`src/rtl/serial_adder_pkg.sv`:
```
// Shared types and constants for the bit-serial adder controller.
package serial_adder_pkg;

  localparam int DEFAULT_WIDTH = 8;
  // Wide enough to count bit-cycles for any legal WIDTH (1..32).
  localparam int CNT_W = 6;

  typedef enum logic [1:0] {
    IDLE = 2'd0,
    RUN  = 2'd1,
    FIN  = 2'd2
  } state_t;

endpackage

```
`src/rtl/fa_bit.sv`:
```
// Single-bit combinational full-adder cell, reused once per bit-cycle.
module fa_bit (
  input  logic i_a,
  input  logic i_b,
  input  logic i_cin,
  output logic o_s,
  output logic o_cout
);

  assign o_s    = i_a ^ i_b ^ i_cin;
  assign o_cout = (i_a & i_b) | (i_b & i_cin) | (i_a & i_cin);

endmodule

```
`src/rtl/serial_adder_ctrl.sv`:
```
// Bit-serial adder: one fa_bit cell stepped LSB-first over WIDTH cycles.
// Optional macro SERIAL_ADDER_SUB_EN adds a SUB input for A-B.
module serial_adder_ctrl
  import serial_adder_pkg::*;
#(
  parameter int WIDTH = DEFAULT_WIDTH
) (
  input  logic             CLK,
  input  logic             RST,
  input  logic             START,
  input  logic [WIDTH-1:0] A,
  input  logic [WIDTH-1:0] B,
  input  logic             CIN,
`ifdef SERIAL_ADDER_SUB_EN
  input  logic             SUB,
`endif
  output logic             BUSY,
  output logic             DONE,
  output logic [WIDTH-1:0] S,
  output logic             COUT,
  output logic [1:0]       o_state
);

  // Handshake: START is a level request sampled only in IDLE; DONE is a
  // single-cycle pulse in FIN that qualifies a fresh S/COUT.

  localparam logic [WIDTH-1:0] MSB_MASK = ~({WIDTH{1'b1}} >> 1);
  localparam logic [CNT_W-1:0] LAST_CNT = CNT_W'(WIDTH - 1);

  state_t           r_state;
  logic [WIDTH-1:0] r_a;
  logic [WIDTH-1:0] r_b;
  logic             r_c;
  logic [WIDTH-1:0] r_sum;
  logic [CNT_W-1:0] r_cnt;
  logic             r_busy;
  logic             r_done;
  logic [WIDTH-1:0] r_s;
  logic             r_cout;

  logic [WIDTH-1:0] w_b_in;
  logic             w_c_in;
  logic             w_fa_s;
  logic             w_fa_c;
  logic [WIDTH-1:0] w_sum_next;

`ifdef SERIAL_ADDER_SUB_EN
  // Two's-complement subtract: invert B and inject a carry of 1.
  assign w_b_in = SUB ? ~B : B;
  assign w_c_in = SUB ? 1'b1 : CIN;
`else
  assign w_b_in = B;
  assign w_c_in = CIN;
`endif

  fa_bit u_fa (
    .i_a    (r_a[0]),
    .i_b    (r_b[0]),
    .i_cin  (r_c),
    .o_s    (w_fa_s),
    .o_cout (w_fa_c)
  );

  // Sum bits enter at the MSB so the LSB lands at bit 0 after WIDTH shifts.
  assign w_sum_next = (r_sum >> 1) | ({WIDTH{w_fa_s}} & MSB_MASK);

  always_ff @(posedge CLK or posedge RST) begin
    if (RST) begin
      r_state <= IDLE;
      r_a     <= '0;
      r_b     <= '0;
      r_c     <= 1'b0;
      r_sum   <= '0;
      r_cnt   <= '0;
      r_busy  <= 1'b0;
      r_done  <= 1'b0;
      r_s     <= '0;
      r_cout  <= 1'b0;
    end else begin
      r_done <= 1'b0;
      case (r_state)
        IDLE: begin
          if (START) begin
            r_a     <= A;
            r_b     <= w_b_in;
            r_c     <= w_c_in;
            r_sum   <= '0;
            r_cnt   <= '0;
            r_busy  <= 1'b1;
            r_state <= RUN;
          end
        end
        RUN: begin
          r_a   <= r_a >> 1;
          r_b   <= r_b >> 1;
          r_c   <= w_fa_c;
          r_sum <= w_sum_next;
          r_cnt <= r_cnt + 1'b1;
          if (r_cnt == LAST_CNT) begin
            r_s     <= w_sum_next;
            r_cout  <= w_fa_c;
            r_busy  <= 1'b0;
            r_done  <= 1'b1;
            r_state <= FIN;
          end
        end
        FIN:     r_state <= IDLE;
        default: r_state <= IDLE;
      endcase
    end
  end

  assign BUSY    = r_busy;
  assign DONE    = r_done;
  assign S       = r_s;
  assign COUT    = r_cout;
  assign o_state = r_state;

endmodule
```
`config.mk`:
```
export PLATFORM = sky130hd
export DESIGN_NAME = serial_adder_ctrl
export DESIGN_NICKNAME = d
export VERILOG_FILES = /design/src/rtl/serial_adder_pkg.sv /design/src/rtl/fa_bit.sv /design/src/rtl/serial_adder_ctrl.sv
export SDC_FILE = /design/constraint.sdc
export NUM_CORES = 1
export LEC_CHECK = 0
export ABC_CLOCK_PERIOD_IN_PS = 2340
export BUFFER_PORTS_ARGS = -buffer_cell sky130_fd_sc_hd__clkbuf_2
export CORE_MARGIN = 2
export CORE_UTILIZATION = 40
export CTS_CLUSTER_SIZE = 24
export DETAILED_ROUTE_END_ITERATION = 16
export RECOVER_POWER = 50
export SLEW_MARGIN = 20
export SYNTH_ARGS = -nofsm -noshare
export SYNTH_HDL_FRONTEND = slang
export SYNTH_SLANG_ARGS = --single-unit
```
`constraint.sdc`:
```
create_clock -name CLK -period 2.34 [get_ports CLK]
set_input_delay 0.351 -clock CLK [delete_from_list [all_inputs] [get_ports CLK]]
set_output_delay 0.351 -clock CLK [all_outputs]
set_load 0.01 [all_outputs]
```
==> metrics <==
Worst Slack Setup Final=0.739 ns; ant diodes=0; CTS Buffer Depth=2; Nets=206; Setup TNS=0 ns; net count after synthesis=175; DR DRC count=0; met3 wire length=158 um; htree depth=2; Final HPWL DP=2340 um; antenna violations before repair=0; Initial DRC Count=43; Pre-Repair DR Iteration Count=4; Leak Pwr=1.05 nW; final slew viol count=0; DR vias/cell=5.21; routed wire length=3500 um; Clock Skew=0.00697 ns; maxcap violations=0; worst slew margin relative to its limit=30.4%; ratio of cells with drive above 1 in the final layout=28.1%; final hold viol count=0; post-synthesis sequential area ratio=56.4%; drt wl/cell=14.6 um; Crit Path Max Fanout=11; core area=4660 um^2; pwr/cell area=1220 nW/um^2; Primary FF master, synth=dfrtp_1; mapped cell area=1910 um^2; IO Pins=33; ANT nets after route=0; vias in the first global route=1304; Ys Warns=0; asr flop ratio synth=100%; Site Rows=25; Place WS=0.728 ns; final core utilization=46.3%; Final setup viols=0; mux contribution to synthesized area=14.8%; synth unique cells=31; first-pass GRT wire length=6000 um; Synth Area in XOR/XNOR=0%; Worst Reg-to-Reg Cells=3; Initial Utilization=41.0%; Worst-Margin Slew=1.04 ns; Max Used Layer=met4; crit end category=flip-flop; Post-Route M1 WL=1620 um; GP Congestion=0.795; Worst R2R Setup Slack=0.74 ns; crit path kind=flip-flop to flip-flop; CTS clk-pin slew, worst paths=0.09 ns; CTS root buf=clkbuf_8; Reg-to-Reg End=S[6]; I/O Buffers=32; post-synthesis simple-gate area fraction=9.31%; grt ovf=0; min-delay src=A[7]; GRT Total Usage=14.9%; hold_buf cts=0; placed cells=231; CTS buffer count=5; compound-cell area share of the yosys netlist=12.9%; worst hold stages=2; maximum VDD drop=0.000394 V; crit path DAT=1.80 ns; die area=5340 um^2; outcome=finished, final reports clean; CTS tree=done; mean area per synthesized cell=12.5 um^2; via count=1244; Hold EP=r_a[7]; Post-CTS Resized=0; Syn-to-layout area delta=13.1%; period utilization=68.4%; worst skew pair latency=0.30 ns; number of flops mapped to enable cells by yosys=0; Final min period=1.60 ns; Chip Width=73.1 um; non-filler cells, final=239; worst hold path class=input pin to flip-flop; Adder-Cell Fraction of Synth Area=1.70%; die extent in y=73.1 um; main combinational cell family by area after synthesis=multiplexers; Max Clk Rate=624 MHz; Worst Path Required=2.54 ns; RSZ-0062 raised after global routing=false; Cells after Synth=153; Critical R2R Launch=o_state[0]; # clock sinks=43; Yosys reg bits=43; largest net degree at the start of global routing=44; Post-CTS Repair Setup Buffers=0; met2 WL=1660 um; crit start category=flip-flop
[cells in the final DEF, fill, tap and decap left out]
master      instances
a21oi_1             4
a22o_1             11
a22oi_1             3
a41oi_1             1
and3_1              1
and4_1              1
and4_4              1
buf_4               2
clkbuf_1            6
clkbuf_2           27
clkbuf_8            5
clkinv_2            1
clkinvlp_4          2
dfrtp_1            43
fa_1                1
ha_1                1
inv_1               3
mux2_2              2
mux2_4              8
mux2i_1            14
nand2_1            16
nand2b_1            1
nand3_1             1
nand4_1             2
nor2_1              1
nor2b_1             5
nor2b_4             1
nor3_2              1
o21ai_0            17
o21bai_2            1
o22ai_1             1
or3b_2              1
[synthesized netlist by cell type (all sizes together) (2+ instances only)]
cell,count,area [um^2]
dfrtp,43,1080
mux2,10,143
nand4,2,12.5
a22oi,3,22.5
a22o,11,96.3
inv,3,11.3
nor2b,6,45.0
a21oi,4,20.0
and4,2,20.0
nand2,16,60.1
o21ai,17,85.1
mux2i,14,140
buf,10,78.8
[worst max-delay path by stage]
stage	startpoint	to	slack (ns)	cells after the start
after global routing	o_state[1]	r_c	0.64	3
after global placement	o_state[0]	S[6]	0.79	3
after detailed placement	o_state[1]	r_c	0.73	3
final	o_state[0]	S[6]	0.74	3
after CTS	o_state[0]	S[6]	0.72	3
after floorplan	o_state[1]	COUT	0.87	5
[metal layers]
| layer | vias to the layer above | track usage (%) |
|---|---|---|
| li1 | 603 | - |
| met4 | 0 | 5.56 |
| met3 | 7 | 5.39 |
| met5 | - | 0 |
| met2 | 28 | 24.1 |
| met1 | 606 | 18.1 |
[state kept, by name (all words and copies together) (netlist names)]
name / flops
S: 8
r_a: 8
r_b: 8
r_sum: 7
r_cnt: 6
o_state: 2
BUSY: 1
COUT: 1
DONE: 1
r_c: 1
[layout make-up]
| class | count | area, um^2 |
|---|---|---|
| clock buffers | 5 | 68.8 |
| well taps | 54 | 67.6 |
| multi-input cells | 96 | 743 |
| clock inverters | 3 | 20.0 |
| inverters | 3 | 11.3 |
| flip-flops and latches | 43 | 1080 |
| repair buffers | 35 | 173 |
| fillers | 432 | 2500 |
[cells by family (layout without fill, tap and decap cells)]
kind of cell | Yosys count | in the layout
AO/OA/AOI/OAI | 38 | 38
adder cells (fa/ha/maj) | 2 | 2
multiplexers | 24 | 24
buffers and inverters | 14 | 46
flip-flops | 43 | 43
AND/OR/NAND/NOR | 32 | 32
[critical path: stages (launching register included)]
cell,delay (ns)
dfrtp_1,0.56
nor2b_4,0.22
and4_4,0.36
mux2_2,0.35
[where the power goes]
group	switching, mW	leakage [nW]	internal [mW]
registers	0.227	0.553	1.03
clock network	0.266	0.0402	0.208
logic	0.432	0.456	0.468
[through the flow]
step	area, um^2	power (mW)	hold slack, ns
2_1_floorplan	1910	1.98	0.449
3_3_place_gp	2080	2.15	0.460
4_1_cts	2170	2.68	0.172
6_report	2160	2.63	0.266
3_5_place_dp	2080	2.20	0.470
5_1_grt	2160	2.83	0.266
No activity file was read; power rests on OpenSTA's default activity.
